==> config.mk <==
export PLATFORM = sky130hd
export DESIGN_NAME = data_gen_two64_flat
export DESIGN_NICKNAME = d
export VERILOG_FILES = /design/src/rtl/data_gen_two64_pkg.sv /design/src/rtl/data_gen_two64_if.sv /design/src/rtl/data_gen_two64_lane_inc.sv /design/src/rtl/data_gen_two64.sv /design/src/flat_wrapper.sv
export SDC_FILE = /design/constraint.sdc
export NUM_CORES = 1
export LEC_CHECK = 0
export BUFFER_PORTS_ARGS = -buffer_cell sky130_fd_sc_hd__buf_4
export CORE_MARGIN = 2
export CORE_UTILIZATION = 42
export CTS_CLUSTER_DIAMETER = 150
export CTS_CLUSTER_SIZE = 40
export DETAILED_ROUTE_END_ITERATION = 6
export PLACE_DENSITY = 0.72
export SLEW_MARGIN = 20
export SYNTH_ARGS = -nofsm -noshare
export SYNTH_HDL_FRONTEND = slang
export SYNTH_SLANG_ARGS = --single-unit
==> constraint.sdc <==
create_clock -name clk_usr -period 2.7 [get_ports clk_usr]
set_input_delay 0.405 -clock clk_usr [delete_from_list [all_inputs] [get_ports clk_usr]]
set_output_delay 0.405 -clock clk_usr [all_outputs]
set_load 0.02 [all_outputs]
==> src/rtl/data_gen_two64_pkg.sv <==
//==============================================================================
// Module : data_gen_pkg
// Brief  : Shared widths and FSM state type for the two-lane pattern generator.
// Rev    : 1.0
//==============================================================================
`default_nettype none

package data_gen_pkg;
    localparam int LANE_W = 64;
    localparam int DATA_W = 128;

    typedef enum logic [1:0] {
        IDLE = 2'd0,
        SEND = 2'd1,
        GAP  = 2'd2
    } gen_state_t;
endpackage

`default_nettype wire

==> src/rtl/data_gen_two64_if.sv <==
//==============================================================================
// Module : data_gen_two64_if
// Brief  : Valid/ready user TX beat interface (128-bit data, two 64-bit lanes).
// Rev    : 1.0
//==============================================================================
`default_nettype none

interface data_gen_two64_if;
    import data_gen_pkg::*;

    logic [DATA_W-1:0] usr_tx;
    logic              usr_tx_valid;
    logic              usr_tx_ready;

    modport master (
        output usr_tx,
        output usr_tx_valid,
        input  usr_tx_ready
    );

    modport slave (
        input  usr_tx,
        input  usr_tx_valid,
        output usr_tx_ready
    );
endinterface

`default_nettype wire

==> src/rtl/data_gen_two64_lane_inc.sv <==
//==============================================================================
// Module : lane_inc
// Brief  : One 64-bit lane register: seed on reset, add STEP when enabled.
// Rev    : 1.0
//==============================================================================
`default_nettype none

module lane_inc
    import data_gen_pkg::*;
#(
    parameter logic [LANE_W-1:0] SEED = '0,
    parameter logic [LANE_W-1:0] STEP = 64'h2
) (
    input  wire logic              clk_usr,
    input  wire logic              rst_n,
    input  wire logic              step_en,
    output logic [LANE_W-1:0]      value
);
    logic [LANE_W-1:0] value_q;
    logic [LANE_W-1:0] value_d;

    always_comb begin
        value_d = value_q;
        if (step_en) begin
            value_d = value_q + STEP;
        end
    end

    always_ff @(posedge clk_usr or negedge rst_n) begin
        if (!rst_n) begin
            value_q <= SEED;
        end else begin
            value_q <= value_d;
        end
    end

    assign value = value_q;
endmodule

`default_nettype wire

==> src/rtl/data_gen_two64.sv <==
//==============================================================================
// Module : data_gen_two64
// Brief  : Two-lane incrementing TX test-pattern generator, bursts with gaps.
//          Optional error injection enabled by defining DATA_GEN_ERR_INJ_EN.
// Rev    : 1.0
//==============================================================================
`default_nettype none

module data_gen_two64
    import data_gen_pkg::*;
#(
    parameter logic [LANE_W-1:0] DATA_INTERVAL = 64'h2,
    parameter logic [LANE_W-1:0] LANE0_SEED    = 64'h0,
    parameter logic [LANE_W-1:0] LANE1_SEED    = 64'h0,
    parameter int unsigned       BURST_LEN     = 256,
    parameter int unsigned       GAP_CYCLES    = 4
) (
    input  wire logic        clk_usr,
    input  wire logic        rst_n,
    input  wire logic        start,
    input  wire logic        stop,
    input  wire logic        continuous,
    data_gen_two64_if.master tx,
    output logic             busy,
    output logic             done,
    output logic [31:0]      beat_cnt
`ifdef DATA_GEN_ERR_INJ_EN
    ,
    input  wire logic        err_inj,
    output logic [15:0]      err_inj_cnt
`endif
);
    localparam logic [31:0] BURST_LAST = (BURST_LEN  > 1) ? 32'(BURST_LEN - 1)  : 32'd0;
    localparam logic [31:0] GAP_LAST   = (GAP_CYCLES > 1) ? 32'(GAP_CYCLES - 1) : 32'd0;

    gen_state_t        state_q, state_d;
    logic [31:0]       burst_cnt_q, burst_cnt_d;
    logic [31:0]       gap_cnt_q, gap_cnt_d;
    logic [31:0]       beat_cnt_q, beat_cnt_d;
    logic              done_q, done_d;
    logic              sending;
    logic              accept;
    logic [LANE_W-1:0] lane0_val;
    logic [LANE_W-1:0] lane1_val;

    assign sending = (state_q == SEND);
    assign accept  = sending && tx.usr_tx_ready;

    lane_inc #(.SEED(LANE0_SEED), .STEP(DATA_INTERVAL)) u_lane0 (
        .clk_usr (clk_usr),
        .rst_n   (rst_n),
        .step_en (accept),
        .value   (lane0_val)
    );

    lane_inc #(.SEED(LANE1_SEED), .STEP(DATA_INTERVAL)) u_lane1 (
        .clk_usr (clk_usr),
        .rst_n   (rst_n),
        .step_en (accept),
        .value   (lane1_val)
    );

    always_ff @(posedge clk_usr or negedge rst_n) begin
        if (!rst_n) begin
            state_q     <= IDLE;
            burst_cnt_q <= '0;
            gap_cnt_q   <= '0;
            beat_cnt_q  <= '0;
            done_q      <= 1'b0;
        end else begin
            state_q     <= state_d;
            burst_cnt_q <= burst_cnt_d;
            gap_cnt_q   <= gap_cnt_d;
            beat_cnt_q  <= beat_cnt_d;
            done_q      <= done_d;
        end
    end

    always_comb begin
        state_d     = state_q;
        done_d      = 1'b0;
        burst_cnt_d = burst_cnt_q;
        gap_cnt_d   = '0;
        beat_cnt_d  = accept ? (beat_cnt_q + 32'd1) : beat_cnt_q;
        case (state_q)
            IDLE: begin
                burst_cnt_d = '0;
                if (start) begin
                    state_d = SEND;
                end
            end
            SEND: begin
                if (accept) begin
                    if (burst_cnt_q == BURST_LAST) begin
                        // Burst end is the only point where stop/continuous are honoured.
                        burst_cnt_d = '0;
                        if (stop || !continuous) begin
                            state_d = IDLE;
                            done_d  = 1'b1;
                        end else if (GAP_CYCLES != 0) begin
                            state_d = GAP;
                        end
                    end else begin
                        burst_cnt_d = burst_cnt_q + 32'd1;
                    end
                end
            end
            GAP: begin
                burst_cnt_d = '0;
                if (stop) begin
                    state_d = IDLE;
                    done_d  = 1'b1;
                end else if (gap_cnt_q == GAP_LAST) begin
                    state_d = SEND;
                end else begin
                    gap_cnt_d = gap_cnt_q + 32'd1;
                end
            end
            default: begin
                state_d = IDLE;
            end
        endcase
    end

    always_comb begin
        tx.usr_tx_valid = sending;
        busy            = (state_q != IDLE);
        done            = done_q;
        beat_cnt        = beat_cnt_q;
    end

`ifdef DATA_GEN_ERR_INJ_EN
    // inj_cur marks the beat on the bus as corrupted; pend holds a pulse seen
    // during a stall so the held beat is not altered.
    logic        inj_cur_q, inj_cur_d;
    logic        inj_pend_q, inj_pend_d;
    logic [15:0] inj_cnt_q, inj_cnt_d;

    always_comb begin
        inj_cur_d  = inj_cur_q;
        inj_pend_d = inj_pend_q;
        inj_cnt_d  = inj_cnt_q;
        if (!sending) begin
            inj_cur_d  = inj_cur_q | inj_pend_q | err_inj;
            inj_pend_d = 1'b0;
        end else if (accept) begin
            inj_cur_d  = inj_pend_q | err_inj;
            inj_pend_d = 1'b0;
            if (inj_cur_q && (inj_cnt_q != 16'hFFFF)) begin
                inj_cnt_d = inj_cnt_q + 16'd1;
            end
        end else begin
            inj_pend_d = inj_pend_q | err_inj;
        end
    end

    always_ff @(posedge clk_usr or negedge rst_n) begin
        if (!rst_n) begin
            inj_cur_q  <= 1'b0;
            inj_pend_q <= 1'b0;
            inj_cnt_q  <= '0;
        end else begin
            inj_cur_q  <= inj_cur_d;
            inj_pend_q <= inj_pend_d;
            inj_cnt_q  <= inj_cnt_d;
        end
    end

    assign tx.usr_tx    = {lane1_val, lane0_val ^ {{(LANE_W-1){1'b0}}, inj_cur_q}};
    assign err_inj_cnt  = inj_cnt_q;
`else
    assign tx.usr_tx    = {lane1_val, lane0_val};
`endif
endmodule

`default_nettype wire

==> src/flat_wrapper.sv <==
// flat-port wrapper written by rule: the top's interface ports become plain ports
module data_gen_two64_flat import data_gen_pkg::*;
#(
    parameter logic [LANE_W-1:0] DATA_INTERVAL = 64'h2,
    parameter logic [LANE_W-1:0] LANE0_SEED    = 64'h0,
    parameter logic [LANE_W-1:0] LANE1_SEED    = 64'h0,
    parameter int unsigned       BURST_LEN     = 256,
    parameter int unsigned       GAP_CYCLES    = 4
)
  (clk_usr, rst_n, start, stop, continuous, busy, done, beat_cnt, tx_usr_tx, tx_usr_tx_valid, tx_usr_tx_ready);
  data_gen_two64_if tx_i ();
  input  wire logic clk_usr;
  input  wire logic rst_n;
  input  wire logic start;
  input  wire logic stop;
  input  wire logic continuous;
  output logic busy;
  output logic done;
  output logic [31:0] beat_cnt;
  output wire logic [$bits(tx_i.usr_tx)-1:0] tx_usr_tx;
  output wire logic [$bits(tx_i.usr_tx_valid)-1:0] tx_usr_tx_valid;
  input wire logic [$bits(tx_i.usr_tx_ready)-1:0] tx_usr_tx_ready;
  assign tx_usr_tx = tx_i.usr_tx;
  assign tx_usr_tx_valid = tx_i.usr_tx_valid;
  assign tx_i.usr_tx_ready = tx_usr_tx_ready;
  data_gen_two64 #(.DATA_INTERVAL(DATA_INTERVAL), .LANE0_SEED(LANE0_SEED), .LANE1_SEED(LANE1_SEED), .BURST_LEN(BURST_LEN), .GAP_CYCLES(GAP_CYCLES)) u_core (.clk_usr(clk_usr), .rst_n(rst_n), .start(start), .stop(stop), .continuous(continuous), .tx(tx_i), .busy(busy), .done(done), .beat_cnt(beat_cnt));
endmodule
; After elaboration in Yosys (flattened, before gate mapping)
; Cells that the tools add are included.
[word_totals]
input_bits = 6
register_bits = 227
word_cells = 47
[op_classes]
mux = 18
add_sub_neg = 5
n_eq_ne = 8
n_reduce_logical = 9
[ops]
columns = op, count
row1 = $mux 32, 5
row2 = $add 64x2->64 const B, 2
row3 = $add 32x1->32 const B, 3
row4 = $pmux 32 s2, 1
row5 = $eq 32x2->1 const B, 1
row6 = $eq 32x8->1 const B, 1
row7 = $mux 2, 6
row8 = $ne 2x2->1 const B, 3
row9 = $pmux 2 s3, 1
row10 = $mux 1, 4
row11 = $reduce_and 4->1, 1
row12 = $reduce_bool 2->1, 2
row13 = $ne 3x2->1 const B, 1
row14 = $eq 2x1->1 const B, 1
row15 = $eq 2x2->1 const B, 1
row16 = $logic_not 2->1, 1
row17 = $pmux 1 s2, 1
row18 = $reduce_and 2->1, 1
row19 = $reduce_or 2->1, 1
row20 = $logic_and 1x1->1, 1
row21 = $logic_not 1->1, 1
row22 = $logic_or 1x1->1, 1

; Longest topological paths before layout
[logic_depth]
word_depth = 6
mapped_depth = 10
depth_no_buf = 7

; By module
; Synthesis repeated with hierarchy kept, for this count alone.
[hier_totals]
cells_unflattened = 1100
hier_area_um2 = 11369.7
[modules_own_cells]
columns = module, instances, seq_area_each_um2, cells_per_inst, area_each_um2
row1 = lane_inc, 2, 1576.5, 283, 3059.2
row2 = data_gen_two64, 1, 2477.4, 534, 5251.3

; Least setup slack after synthesis
; Ideal clock, no wire load.
[synth_timing]
path_type = flip-flop to flip-flop
from = register u_core.state_q[1]
to = register u_core.u_lane1.value_q[57] (netlist: u_core.u_lane1.value[57])
setup_slack_ps = 214
period_less_slack_ps = 2486
arrival_ps = 2406
setup_ps = 80
path_stages_with_launch = 11
path_cell_list = dfrtp_1 -> inv_1 -> ha_1 -> buf_2 -> nand2_1 -> buf_2 -> nor3_1 -> nand4b_1 -> clkbuf_1 -> nor4_1 -> xor2_1
[synth_between]
elab_chain_len = 2
[synth_rtl]
columns = item, line_no
row1 = "start, declared", data_gen_two64.sv:36  ; gen_state_t state_q, state_d;
row2 = "start signal, assigned", data_gen_two64.sv:71  ; state_q <= state_d;
row3 = $eq 2x1->1, data_gen_two64.sv:46  ; assign sending = (state_q == SEND);
row4 = named net tx_usr_tx_valid, flat_wrapper.sv:21  ; output wire logic [$bits(tx_i.usr_tx_valid)-1:0] tx_usr_tx_valid;
row5 = $logic_and 1x1->1, data_gen_two64.sv:47  ; assign accept = sending && tx.usr_tx_ready;
row6 = "end signal, assigned", data_gen_two64_lane_inc.sv:33  ; value_q <= value_d;
row7 = "end, declared", data_gen_two64_lane_inc.sv:19  ; logic [LANE_W-1:0] value_q;
; The timed path passes the listed nets, and every way through them passes these cells.
; A chain may end at the register's enable or synchronous reset.

; Worst setup path in the final report
[layout_timing]
from = register u_core.burst_cnt_q[13]
to = register u_core.burst_cnt_q[25]
[layout_between]
elab_chain_len = 4
word_cells_on_any_way = 5
cone_classes = add/sub (1) / eq/ne (1) / mux (3)
[layout_rtl]
columns = item, line_no
row1 = "start, declared", data_gen_two64.sv:37  ; logic [31:0] burst_cnt_q, burst_cnt_d;
row2 = "start signal, assigned", data_gen_two64.sv:72  ; burst_cnt_q <= burst_cnt_d;
row3 = $add 32x1->32 or $eq 32x8->1 (tied branches), "data_gen_two64.sv:104, data_gen_two64.sv:94"
row4 = $mux 32 (*), data_gen_two64.sv:94  ; if (burst_cnt_q == BURST_LAST) begin
row5 = $mux 32 (*), data_gen_two64.sv:93  ; if (accept) begin
row6 = $pmux 32 s2 (*), data_gen_two64.sv:85  ; case (state_q)
; Mark *: on every way between the ends. The rest lies on a longest branch, timed or not. The select of a mux whose other input is x is not followed.

==> impl_metrics.py <==
metrics = {
    "run_status": {
        "outcome": "complete, no violations",
    },
    "floorplanning": {
        "die_w_um": 165.2,
        "dieArea_sq_um": 27300,
        "die_y_um": 165.2,
        "coreArea_sq_um": 25760,
        "core.rowCount": 59,
        "start_util_pct": 42.38,
        "pin_count": 169,
    },
    "timing": {
        "holdWs_ns": 0.1819,
        "setup-violations-final": 0,
        "rsz0062_at_grt": "false",
        "setup_tns_ns": 0,
        "drv_slew": 0,
        "worst_pin_slew_ns": 0.6450,
        "fmax_ghz": 0.4100,
        "fin_crit_sh_pct": 90.33,
        "max_slew_margin_pct": 57.00,
        "hold_viol_final": 0,
        "finClkSkew_ns": 0.02272,
        "period_minus_slack_ns": 2.439,
    },
    "worst_hold_path": {
        "hold_end": "u_core.done",
        "hold_path.class": "in -> reg",
        "whs_path_depth": 3,
        "hold_start": "continuous",
    },
    "route": {
        "wire_per_inst_um": 16.43,
        "dr.pass1.iters": 5,
        "vias": 8686,
        "dr.first_iter.drc_count": 618,
        "routed_wl_um": 26130,
        "drtAntennaViolNets": 0,
        "drc": 0,
        "via_per_inst": 5.463,
    },
    "setup_path": {
        "cp.required_ns": 3.07,
        "reg2reg_from": "u_core.burst_cnt_q[13]",
        "crit_type": "reg -> reg",
        "r2r_cells": 5,
        "crit_fanout": 6,
        "start_kind": "flip-flop",
        "critPathLaunch": "u_core.burst_cnt_q[13]",
        "cp-end-kind": "flip-flop",
        "rr_endpoint": "u_core.burst_cnt_q[25]",
        "r2r_setup_slack_ns": 0.26,
        "arrival_ns": 2.81,
    },
    "clock_tree": {
        "clk_pin_slew_worst_paths_ns": 0.15,
        "clock-sinks": 225,
        "tritoncts": "done",
        "cts_buffers": 9,
        "clockBufferDepth": 3,
        "root_buffer": "clkbuf_16",
        "clock_latency_ns": 0.49,
        "htree_levels": 1,
    },
    "cells_and_area": {
        "fin_nets": 1271,
        "drive_above_1_share_pct": 17.53,
        "area_delta_synth_final_pct": 18.68,
        "diodes": 0,
        "fillerInstances": 2354,
    },
    "global_route": {
        "grtUsageTotal_pct": 18.96,
        "antenna_found_initial": 0,
        "grt_overflow_total": 0,
        "grt_pass1_vias": 8365,
        "grt_start_max_net_pins": 80,
        "grt_pass1_wl_um": 42640,
    },
    "placement": {
        "routabilityCongestion": 0.8926,
        "dpl.hpwl_um": 19020,
        "port_buffers": 166,
    },
    "logic_synthesis": {
        "synth_cell_types": 51,
        "yosysMostFrequentCell": "dfrtp_1",
        "yosysWarnings": 0,
        "seq_area_frac_synth_pct": 51.57,
        "synth.top_cells.by_area": "dfrtp_1 52%, xnor2_1 9.5%, xor2_1 5.9%",
        "synth-main-ff-cell": "dfrtp_1",
        "synth_area_per_cell_sq_um": 10.11,
        "synth_top_area_share_pct": 51.57,
        "syn_area_sq_um": 10920,
        "yosys-top-cells-count": "225 x dfrtp_1, 119 x xnor2_1, 116 x nand2_1",
        "synth_cells": 1080,
        "yosys.area.top_type": "dfrtp_1",
        "ys_ff_latch": 225,
        "async_flop_share_pct": 100.0,
        "synth_edf_count": 0,
    },
    "pwr": {
        "power.leakage_nw": 5.983,
        "power.density_nw_per_um2": 523.5,
        "peakVddDrop_mv": 0.3554,
    },
    "flow_run": {
        "cap_viol_max_count": 0,
    },
}
## cell usage in the layout, fill, tap and decap left out, types with 4 or more instances in the layout
cell	netlist	layout
or4_1	4	4
nand2_1	116	116
clkbuf_16	0	9
o21ai_0	17	17
nand3_1	70	70
and4_1	26	26
nor2_1	82	81
buf_4	3	192
ha_1	9	9
and2_1	15	15
a31oi_1	7	7
a21oi_1	12	12
xor2_1	73	73
or3_1	10	10
nand4_1	77	77
xnor2_1	119	119
inv_1	20	20
nand4b_1	7	7
or2_2	4	4
nor3_1	43	42
nor4_1	35	35
dfrtp_1	225	225
and3_1	34	34
## power breakdown
part,switching (mW),internal (mW)
combinational,0.890,0.520
clock,1.04,0.626
sequential,0.199,3.50
total,2.13,4.65
## what timing repair did
item	4_1_cts	5_1_grt
setup buffers	0	0
hold buffers	1	0
gates resized for setup	0	2
endpoints found under the hold margin	74	0
endpoints found under the setup margin	0	2
## cell type report
type	count	area, sq um	area share (%)
clock inverter	1	16.27	0.1255
tap	335	419.2	3.235
inverter	20	75.07	0.5794
clock buffer	9	225.2	1.738
multi-input combinational	804	5085	39.24
sequential	225	5630	43.45
timing repair buffer	196	1506	11.63
## metrics by stage
step / cells / area, sq um / setup WS, ns / util (%) / power (mW)
after floorplan: 1081 / 10920 / 0.2137 / - / 4.571
after global placement: 1579 / 12700 / 0.3454 / 49.29 / 5.156
after detailed placement: 1579 / 12700 / 0.2588 / 49.29 / 5.184
after CTS: 1590 / 12950 / 0.2261 / 50.26 / 6.866
after global routing: 1590 / 12960 / 0.03390 / 50.29 / 7.127
final: 1590 / 12960 / 0.2612 / 50.29 / 6.783
## worst max-delay path, cell delays in order, from the launching register on
cell and delay, ns:
dfrtp_1 0.46, or4_4 0.56, or4_4 0.52, o21a_1 0.29, and3_2 0.23, a211o_1 0.26
## cells by family (layout without fill, tap and decap cells)
group / Yosys count / in the layout / share of synthesized area [%]
AOI/OAI and AO/OA: 60 / 60 / 3.461
xor gates and xnor gates: 192 / 192 / 15.40
adders and majority gates: 9 / 9 / 1.031
buffers and inverters: 52 / 226 / 1.994
DFF: 225 / 225 / 51.57
muxes: 3 / 3 / 0.2751
other: 1 / 2 / 0.03435
and+or+nand+nor: 538 / 538 / 26.23
## per-layer routing
layer  wire [um]  up-vias  global-route usage (%)
li1            -     4149                       -
met3        1179       25                   2.448
met4         486        0                   4.387
met1       12100     4319                   26.95
met2       12360      193                   30.98
met5           0        -                       0
## flip-flops by register name, indices dropped and copies added (netlist names)
signal and cells:
u_core.u_lane0.value 63, u_core.u_lane1.value 63, u_core.beat_cnt 32, u_core.burst_cnt_q 32, u_core.gap_cnt_q 32, u_core.state_q 2
u_core.done 1
## worst max-delay path by stage
| stage | end | depth (start not counted) | slack (ns) |
|---|---|---|---|
| after global placement | u_core.burst_cnt_q[25] | 5 | 0.35 |
| after CTS | u_core.u_lane0.value[54] | 9 | 0.23 |
| after detailed placement | u_core.u_lane0.value[54] | 9 | 0.26 |
| after global routing | u_core.u_lane1.value[52] | 8 | 0.03 |
| final | u_core.burst_cnt_q[25] | 5 | 0.26 |
| after floorplan | u_core.u_lane1.value[57] | 10 | 0.21 |
Power figures use the tool's default switching activity.
